===== src/rtl/tone_gen.sv =====
// tone_gen -- square-wave tone generator.
//
// A requested note frequency is turned into a half-period (in clk cycles)
// by an iterative restoring divider, then played as a 50% duty square wave.
// Tone changes are committed only on a toggle edge of the running waveform,
// so switching notes never produces a short pulse or truncated half-cycle.
//
// Parameters:
//   CLK_HZ       clk frequency in Hz (16380 .. 134217726)
//
// Ports:
//   clk          system clock, all logic on the rising edge
//   rst          synchronous active-high reset
//   freq[11:0]   requested note in Hz, 0 = silence
//   vol[3:0]     volume, duty vol/16 inside high half-cycles
//                (present only when TONE_VOLUME_EN is defined)
//   audio_out    tone waveform
//   busy         high while a period division is running
//   half_period  half-period in clk cycles currently being played
//   tone_active  high while a nonzero tone is playing
//
// Optional feature macro: TONE_VOLUME_EN (adds vol and a 4-bit PWM gate).

module tone_gen #(
  parameter int CLK_HZ = 100000000
) (
  input  logic        clk,
  input  logic        rst,
  input  logic [11:0] freq,
`ifdef TONE_VOLUME_EN
  input  logic [3:0]  vol,
`endif
  output logic        audio_out,
  output logic        busy,
  output logic [25:0] half_period,
  output logic        tone_active
);

  // Half-period numerator: clk cycles per half second.
  localparam logic [25:0] DIVIDEND = 26'(CLK_HZ / 2);

  typedef enum logic [1:0] {IDLE, DIV, PEND} state_t;

  state_t      state;
  logic [11:0] freq_lat;
  logic [25:0] counter;
  logic [25:0] pend_period;
  logic        sq;

  // Divider registers: dividend shifts out MSB-first, remainder stays
  // below the divisor, quotient shifts in one bit per cycle.
  logic [25:0] dvd;
  logic [11:0] rem;
  logic [25:0] quo;
  logic [4:0]  step_cnt;

  logic [12:0] trial;
  logic        fits;
  logic [11:0] rem_next;
  logic [25:0] quo_next;
  logic        toggle_edge;

  // One restoring-division step. When the trial value fits, the difference
  // is smaller than the divisor, so a 12-bit modular subtract is exact.
  always_comb begin
    trial    = {rem, dvd[25]};
    fits     = (trial >= {1'b0, freq_lat});
    rem_next = fits ? (trial[11:0] - freq_lat) : trial[11:0];
    quo_next = {quo[24:0], fits};
  end

  assign toggle_edge = tone_active && (counter == half_period - 26'd1);

  // Controller, divider and playback share one register block. Playback
  // assignments come first so a commit in PEND can override the counter.
  always_ff @(posedge clk) begin
    if (rst) begin
      state       <= IDLE;
      freq_lat    <= '0;
      counter     <= '0;
      pend_period <= '0;
      sq          <= 1'b0;
      dvd         <= '0;
      rem         <= '0;
      quo         <= '0;
      step_cnt    <= '0;
      busy        <= 1'b0;
      half_period <= '0;
      tone_active <= 1'b0;
    end else begin
      if (tone_active) begin
        if (toggle_edge) begin
          counter <= '0;
          sq      <= ~sq;
        end else begin
          counter <= counter + 26'd1;
        end
      end

      case (state)
        IDLE: begin
          if (freq != freq_lat) begin
            freq_lat <= freq;
            if (freq != 12'd0) begin
              dvd      <= DIVIDEND;
              rem      <= '0;
              quo      <= '0;
              step_cnt <= '0;
              busy     <= 1'b1;
              state    <= DIV;
            end else begin
              sq          <= 1'b0;
              half_period <= '0;
              tone_active <= 1'b0;
              counter     <= '0;
            end
          end
        end

        DIV: begin
          dvd      <= {dvd[24:0], 1'b0};
          rem      <= rem_next;
          quo      <= quo_next;
          step_cnt <= step_cnt + 5'd1;
          if (step_cnt == 5'd25) begin
            pend_period <= quo_next;
            busy        <= 1'b0;
            state       <= PEND;
          end
        end

        PEND: begin
          // From silence commit at once; otherwise wait for a toggle edge
          // so the old half-cycle completes in full.
          if (!tone_active || toggle_edge) begin
            half_period <= pend_period;
            counter     <= '0;
            tone_active <= 1'b1;
            if (!tone_active) begin
              sq <= 1'b0;
            end
            state <= IDLE;
          end
        end

        default: state <= IDLE;
      endcase
    end
  end

`ifdef TONE_VOLUME_EN
  logic [3:0] pwm_cnt;

  // Free-running PWM phase; gates the square wave to vol/16 duty.
  always_ff @(posedge clk) begin
    if (rst) begin
      pwm_cnt <= '0;
    end else begin
      pwm_cnt <= pwm_cnt + 4'd1;
    end
  end

  assign audio_out = sq & (pwm_cnt < vol);
`else
  assign audio_out = sq;
`endif

endmodule


===== config.mk =====
export PLATFORM = sky130hd
export DESIGN_NAME = tone_gen
export DESIGN_NICKNAME = d
export VERILOG_FILES = /design/src/rtl/tone_gen.sv
export SDC_FILE = /design/constraint.sdc
export NUM_CORES = 1
export LEC_CHECK = 0
export ABC_AREA = 1
export BUFFER_PORTS_ARGS = -buffer_cell sky130_fd_sc_hd__buf_2
export CAP_MARGIN = 20
export CORE_MARGIN = 2
export CORE_UTILIZATION = 45
export CTS_CLUSTER_DIAMETER = 40
export DETAILED_ROUTE_END_ITERATION = 8
export PLACE_DENSITY_LB_ADDON = 0.1
export SYNTH_ARGS = -nofsm -noshare
export SYNTH_HDL_FRONTEND = slang
export SYNTH_SLANG_ARGS = --single-unit

===== constraint.sdc =====
create_clock -name clk -period 3.1 [get_ports clk]
set_input_delay 0.31 -clock clk [delete_from_list [all_inputs] [get_ports clk]]
set_output_delay 0.31 -clock clk [all_outputs]
set_load 0.03 [all_outputs]

* After elaboration in Yosys (flattened, before gate mapping)
Cells that the tools add are included.
Word-level totals: register bits 163, bits of input ports 14, output and inout port bits 29, word-level logic and storage cells 84
Operators by class: add/sub/neg operators 4, magnitude comparators 1, equal/unequal tests 10, muxes and demuxes 43, bitwise gates (word level) 1, reductions and logical operators 13
Operator list (number):
- 2-to-1 mux 26 bit | 10
- one-hot mux 26 bit (2 select lines) | 3
- 2-to-1 mux 25 bit | 2
- one-hot mux 25 bit (2 select lines) | 1
- 2-to-1 mux 12 bit | 3
- adder 26 x 1 -> 26 bit, second input constant | 1
- == test 26 bit | 1
- subtractor 26 x 1 -> 26 bit, second input constant | 1
- one-hot mux 12 bit (2 select lines) | 1
- greater-or-equal comparator 13 x 12 -> 1 bit | 1
- 2-to-1 mux 1 bit | 12
- inequality test 12 bit | 1
- AND reduction 4 bit | 3
- nonzero test 12 bit | 1
- subtractor 12 bit | 1
- 2-to-1 mux 5 bit | 2
- inequality test 2 bit, second input constant | 5
- one-hot mux 5 bit (2 select lines) | 1
- 2-to-1 mux 2 bit | 4
- one-hot mux 1 bit (2 select lines) | 3
- one-hot mux 2 bit (3 select lines) | 1
- adder 5 x 1 -> 5 bit, second input constant | 1
- == test 5 bit, second input constant | 1
- AND reduction 2 bit | 2
- 9 further kinds | 10

* Depth between registers and ports, before layout
Gate-level depths: netlist (run 1).
depth after elaboration 8, depth in mapped cells 19, depth with buffers taken out 18

* Worst setup path after synthesis (run 1)
OpenSTA, ideal clock, no wires.
path kind reg2reg, start register half_period[0], end register counter[13], setup time 0.119 ns, data arrival time 2.288 ns, data required time 2.981 ns, slack 0.693 ns, cell stages (with the launch flop) 18, path buffers 1, period minus slack after synthesis 2.407 ns, cell sequence dfxtp_1 inv_1 ha_1 inv_1 nand2_1 nand2_1 nor2_1 nand3_1 nor2_1 nand2_1 nor2_1 nand2_1 nor2_2 nand4_2 or2_4 nand3_4 buf_8 nor2_2
Between the ends: cells in the longest elaborated chain, start to end 8, elaborated cells on any way between the ends 10, those cells by class add/sub (1); eq/ne (1); mux (6); reduce/logical (2)
RTL lines:
- from (decl) | line 35 | output logic [25:0] half_period,
- from (signal assigned) | line 136 | half_period <= pend_period;
- subtractor 26 x 1 -> 26 bit * | line 72 | assign toggle_edge = tone_active && (counter == half_period - 26'd1);
- == test 26 bit * | line 72
- logical AND 1 bit * | line 72
- 2-to-1 mux 26 bit | line 92 | if (toggle_edge) begin
- 2-to-1 mux 26 bit | line 91 | if (tone_active) begin
- 2-to-1 mux 26 bit | line 104 | if (freq != 12'd0) begin
- 2-to-1 mux 26 bit | line 102 | if (freq != freq_lat) begin
- one-hot mux 26 bit (2 select lines) * | line 100 | case (state)
- to (signal assigned) | line 96 | counter <= counter + 26'd1;
- to (decl) | line 46 | logic [25:0] counter;
Mark *: on every way between the ends. The rest lies on a longest branch, timed or not. A chain may end at the register's enable or synchronous reset.

* Worst setup path in the final report (run 1)
start register half_period[0], end register counter[0]
The elaborated chain is that of the path after synthesis.

==> qor.yml, run 1 <==
drive_gt1_share_pct: 11.3
final_nets: 1196
postCtsSetupBuffers: 0
post_cts_resized: 0
max_slew_margin_pct: 40.8
min_to: "freq_lat[0]$_SDFFE_PP0P_"
gp_congestion: 0.885
cp_max_fo: 24
fillers: 1718
fmax_mhz: 388
final_util_pct: 51.5
dp_cells: 1371
dp_slack_ns: 0.510
syn2layout_area_growth_pct: 12.2
yosysSeqAreaShare_pct: 39.5
antenna_found_initial: 0
p_sw_share_pct: 31.5
overflow: 0
syn_area_um2: 7910
ys_warn_count: 0
skew_ns: 0.00978
initial_core_util_pct: 45.9
total_power_mw: 5.12
power.internal_mw: 3.51
start_kind: "flip-flop"
diodes: 0
p_leak_nw: 3.93
cts_made_buffers: 17
clockRootBuffer: "clkbuf_16"
p_sw_mw: 1.61
dr.pass1.iters: 7
async_flop_share_pct: 0
dp_hpwl_um: 13700
regArea_um2: 3120
cp_data_required_time_ns: 3.40
clkPwrFrac_pct: 39.5
num_rows: 48
synth_cells: 1135
drcViolationCount: 0
r2r_slack_ns: 0.52
vias: 7020
hold_path_depth: 3
arrival_ns: 2.88
htree_num_levels: 4
synth_top_area_share_pct: 39.5
synth-seq-cells: 156
pin_count: 43
dieArea_um2: 18700
synth_area_leaders: "dfxtp_1, nand2_1, a21oi_1"
fin_tns_setup_ns: 0
grt_pass1_wl_um: 31900
maxCapViolations: 0
stdcell_area_um2: 8870
min_path_type: "primary input to flip-flop"
fin_ws_ns: 0.523
ir_drop_uv: 377
rr_startpoint: "half_period[0]$_SDFFE_PP0P_"
hold_buffers: 0
synth_top_area_cell: "dfxtp_1"
layout_commonest_cell: "nand2_1"
grt_max_degree: 48
yosysUniqueCellTypes: 41
endpoint_kind: "flip-flop"
clkTransAtPathRegs_ns: 0.07
clk_latency_ns: 0.43
drv_slew: 0
grt_pass1_vias: 6440
place_area_um2: 8300
cts_tree: "done"
finalWirelength_um: 19100
worst_pin_slew_ns: 0.884
outcome: "completed"
die_height_um: 137
drt-vias-per-instance: 5.00
clock_sinks: 156
period_needed_ns: 2.58
synth.avg_cell_area_um2: 6.97
min_period_over_period_pct: 83.1
powerDensity_nw_per_um2: 576
rsz0062_at_grt: "no"
syn-num-nets: 1166
multi_input_area_um2: 4220
holdWs_ns: 0.182
comb_power_share_pct: 18.4
seqPwrFrac_pct: 42.1
die_w_um: 137
fin_cells: 1403
setup_viol: 0
synth-edff-count: 0
worstHoldStart: "freq[0]"
drt_iter0_markers: 377
r2r_cells: 16
critPathKind: "flip-flop to flip-flop"
r2r-end: "counter[0]$_SDFF_PP0_"
cts.path.max_buffers: 2
portBuffers: 42
post_drt_wl_per_cell_um: 13.6
synth_ff_type: "dfxtp_1"
antenna_left: 0
hold_viol: 0
most-common-layout-cells: "nand2_1, dfxtp_1, a21oi_1"
core_area_um2: 17200
grt.total_usage_pct: 21.5
## power groups by stage
| stage | registers (mW) | logic (mW) | clock network, mW |
|---|---|---|---|
| 6_report | 2.15 | 0.941 | 2.02 |
| 3_3_place_gp | 2.20 | 0.930 | 0 |
| 3_5_place_dp | 2.20 | 0.928 | 0 |
| 2_1_floorplan | 2.18 | 0.737 | 0 |
| 5_1_grt | 2.16 | 1.09 | 2.15 |
| 4_1_cts | 2.15 | 0.935 | 2.07 |
## worst max-delay path, cell delays in order (launching register included)
cell     delay (ns)
dfxtp_1        0.37
inv_1          0.11
ha_1           0.34
inv_1          0.05
nand2_1        0.06
nand2_1        0.05
nor2_1         0.10
nand3_1        0.09
nor2_1         0.11
nand2_1        0.06
nor2_1         0.09
nand2_1        0.07
nor2_2         0.09
nand4_2        0.15
or2_4          0.30
nand3_4        0.33
nor2_1         0.07
## state kept, by name (all words and copies together) (netlist names)
name,flops
counter,26
busy,1
dvd,19
half_period,26
tone_active,1
audio_out,1
step_cnt,5
pend_period,26
state,2
quo,25
freq_lat,12
rem,12
## per-layer routing
layer  wire [um]  vias to the layer above  global-route usage [%]
li1            -                     3721                       -
met2        8090                      119                    31.7
met1       10000                     3159                    31.2
met5           0                        -                       0
met3         711                       21                    4.59
met4         245                        0                    6.94
## cells by family after synthesis
logic type | synth area share [%]
AO/OA/AOI/OAI | 11.5
XOR/XNOR | 6.53
adder cells (fa/ha/maj) | 2.78
buffers and inverters | 7.24
flip-flops | 39.5
AND/OR/NAND/NOR | 32.5
## how the worst max path moves through the flow
stage,startpoint,endpoint,depth (start not counted)
after floorplan,half_period[0]$_SDFFE_PP0P_,counter[13]$_SDFF_PP0_,17
after global placement,half_period[0]$_SDFFE_PP0P_,counter[4]$_SDFF_PP0_,16
after detailed placement,half_period[0]$_SDFFE_PP0P_,counter[0]$_SDFF_PP0_,16
after CTS,half_period[0]$_SDFFE_PP0P_,counter[0]$_SDFF_PP0_,16
after global routing,half_period[0]$_SDFFE_PP0P_,half_period[6]$_SDFFE_PP0P_,16
final,half_period[0]$_SDFFE_PP0P_,counter[0]$_SDFF_PP0_,16
## Yosys cell counts (15+ instances only)
cell type / n
nand3_1: 65
dfxtp_1: 156
xor2_1: 44
o21ai_0: 32
nor2_2: 29
ha_1: 16
a21oi_1: 125
inv_1: 96
clkbuf_1: 36
nand2_1: 348
nor2_1: 83
xnor2_1: 15
nand4_1: 19
## area by class of cell
| type | instances | share of cell area, % |
|---|---|---|
| clock buffer | 17 | 4.79 |
| clock inverter | 15 | 1.68 |
| inverter | 99 | 4.19 |
| multi-input combinational | 837 | 47.6 |
| sequential | 156 | 35.2 |
| tap | 225 | 3.17 |
| timing repair buffer | 54 | 3.38 |
Power figures use the tool's default switching activity.
==> run 2: changes to the inputs <==
- clock period: 3.1 -> 2.6 ns (I/O delays scaled with it)
==> run 2 against run 1 <==
Die area unchanged. Sequential power increased by 19%. Via count increased by 1.1%. Maximum frequency increased by 3.8%. Clock power increased by 23%. Global-route usage decreased by 0.30 points. Utilization increased by 2.0 points. Design area increased by 3.9%. Critical path depth unchanged. Final cell count increased by 1.7%. Non-clock buffer count increased by 22. Register-to-register slack got worse by 0.41 ns. Largest cell class unchanged. Largest power group unchanged.
==> qor.yml, run 2 (same netlist as run 1, synthesis figures left out) <==
max_slew_margin_pct: 53.1  # +12 points
min_period_over_period_pct: 95.5  # +12 points
antenna_found_initial: 0  # unchanged
clkTransAtPathRegs_ns: 0.07  # about the same
maxCapViolations: 0  # unchanged
core_area_um2: 17200  # unchanged
arrival_ns: 2.81  # -0.07 ns
crit_path_cell_trace: "nor2_2 > buf_4 > nand2_1 > nor2_4 > buf_4 > nand3_1 > nand2_1 > nand2_1 > nand2_1 > nand2_1 > nor2_2 > nand4_4 > or2_4 > nand3_4 > clkbuf_16 > nor2_2"
comb_power_share_pct: 18.8  # +0.4 points
drv_slew: 0  # unchanged
grt_pass1_vias: 6330  # -1.7%
drcViolationCount: 0  # unchanged
hold_viol: 0  # unchanged
drt-vias-per-instance: 4.98  # -0.56%
worst_pin_slew_ns: 0.703  # -0.182 ns
cp_data_required_time_ns: 2.93  # -0.47 ns
slowest_stage: "dfxtp_2"
period_needed_ns: 2.48  # -0.0950 ns
die_height_um: 137  # unchanged
layout_commonest_cell: "nand2_1"
dr.pass1.iters: 5  # -2
grt_pass1_wl_um: 31700  # -0.84%
gp_congestion: 0.855  # -3.3%
critPathKind: "flip-flop to flip-flop"
p_leak_nw: 4.10  # +4.4%
most-common-layout-cells: "nand2_1, dfxtp_1, a21oi_1"
grt.total_usage_pct: 21.2  # -0.30 points
dp_hpwl_um: 13700  # -0.20%
post_drt_wl_per_cell_um: 13.7  # +0.65%
diodes: 0  # unchanged
htree_num_levels: 4  # unchanged
fin_tns_setup_ns: 0  # unchanged
clkPwrFrac_pct: 40.0  # +0.5 points
cts_made_buffers: 17  # unchanged
initial_core_util_pct: 45.9  # unchanged
cp_max_fo: 7  # -71%
overflow: 0  # unchanged
clk_latency_ns: 0.43  # about the same
syn2layout_area_growth_pct: 16.6
clockRootBuffer: "clkbuf_16"
num_rows: 48  # unchanged
powerDensity_nw_per_um2: 675  # +17%
seqPwrFrac_pct: 41.2  # -0.9 points
vias: 7100  # +1.1%
endpoint_kind: "flip-flop"
skew_ns: 0.00868  # -0.00109 ns
final_nets: 1220  # +2.0%
p_sw_mw: 1.99  # +23%
dieArea_um2: 18700  # unchanged
antenna_left: 0  # unchanged
clock_sinks: 156  # unchanged
final_util_pct: 53.5  # +2.0 points
critPathMaxStageDelay_ns: 0.38  # about the same
portBuffers: 42  # unchanged
finalWirelength_um: 19500  # +2.4%
pin_count: 43  # unchanged
p_sw_share_pct: 31.9  # +0.42 points
cts.path.max_buffers: 2  # unchanged
fmax_mhz: 403  # +3.8%
min_path_type: "primary input to flip-flop"
cts_tree: "done"
start_kind: "flip-flop"
power.internal_mw: 4.24  # +21%
setup_viol: 0  # unchanged
grt_max_degree: 62  # +29%
outcome: "completed"
crit_top_cell: "nand2_1"
top_regs: "counter: 26 flops, half_period: 26 flops, pend_period: 26 flops"
hold_buffers: 0  # unchanged
drt_iter0_markers: 398  # +5.6%
drive_gt1_share_pct: 14.3  # +3.0 points
die_w_um: 137  # unchanged
ir_drop_uv: 436  # +16%
run 2: worst paths after layout:
kind	from	to	slack [ns]	cells after the start
worst max-delay path	half_period[6]$_SDFFE_PP0P_	counter[20]$_SDFF_PP0_	0.12	16
worst min-delay path	freq[0]	freq_lat[0]$_SDFFE_PP0P_	0.15	3
worst max register to register	half_period[6]$_SDFFE_PP0P_	counter[20]$_SDFF_PP0_	0.12	16
worst min register to register	pend_period[0]$_SDFFE_PP0P_	half_period[0]$_SDFFE_PP0P_	0.44	2
run 2: repair_timing:
action,CTS,global route
endpoints found under the setup margin,0,48
setup buffers,0,8
gates resized for setup,0,23
run 2: metal layers:
metal	vias up	GRT usage (%)	wire length [um]
li1	3767	-	-
met1	3218	32.5	10300
met2	99	30.7	8320
met3	16	3.41	648
met4	0	5.38	189
met5	-	0	0
run 2: through the flow:
stage	hold WS, ns	power [mW]	cell area, um2	instances	setup WS [ns]
floorplan	0.421	3.48	7910	1135	0.193
global placement	0.435	3.77	8420	1384	0.136
detailed placement	0.436	3.76	8420	1384	0.111
CTS	0.134	6.25	9020	1416	0.0902
global route	0.185	6.55	9220	1427	-0.0313
finish	0.145	6.23	9220	1427	0.118
run 2: power by group through the flow:
stage | clock [mW] | sequential, mW | combinational, mW
after floorplan | 0 | 2.60 | 0.879
after global placement | 0 | 2.62 | 1.15
after detailed placement | 0 | 2.62 | 1.14
after CTS | 2.53 | 2.56 | 1.16
after global routing | 2.63 | 2.58 | 1.34
final | 2.49 | 2.56 | 1.17
run 2: area by class of cell:
| class | instances | area [um2] |
|---|---|---|
| inverter | 99 | 372 |
| fill | 1713 | 8020 |
| clock inverter | 15 | 176 |
| sequential | 156 | 3130 |
| multi-input combinational | 839 | 4310 |
| tap | 225 | 282 |
| clock buffer | 17 | 425 |
| timing repair buffer | 76 | 528 |
run 2: critical path, delay by kind of cell (launching register included):
kind | cells | cell delay [ns]
and+or+nand+nor | 13 | 1.52
DFF | 1 | 0.38
buffers and inverters | 3 | 0.46
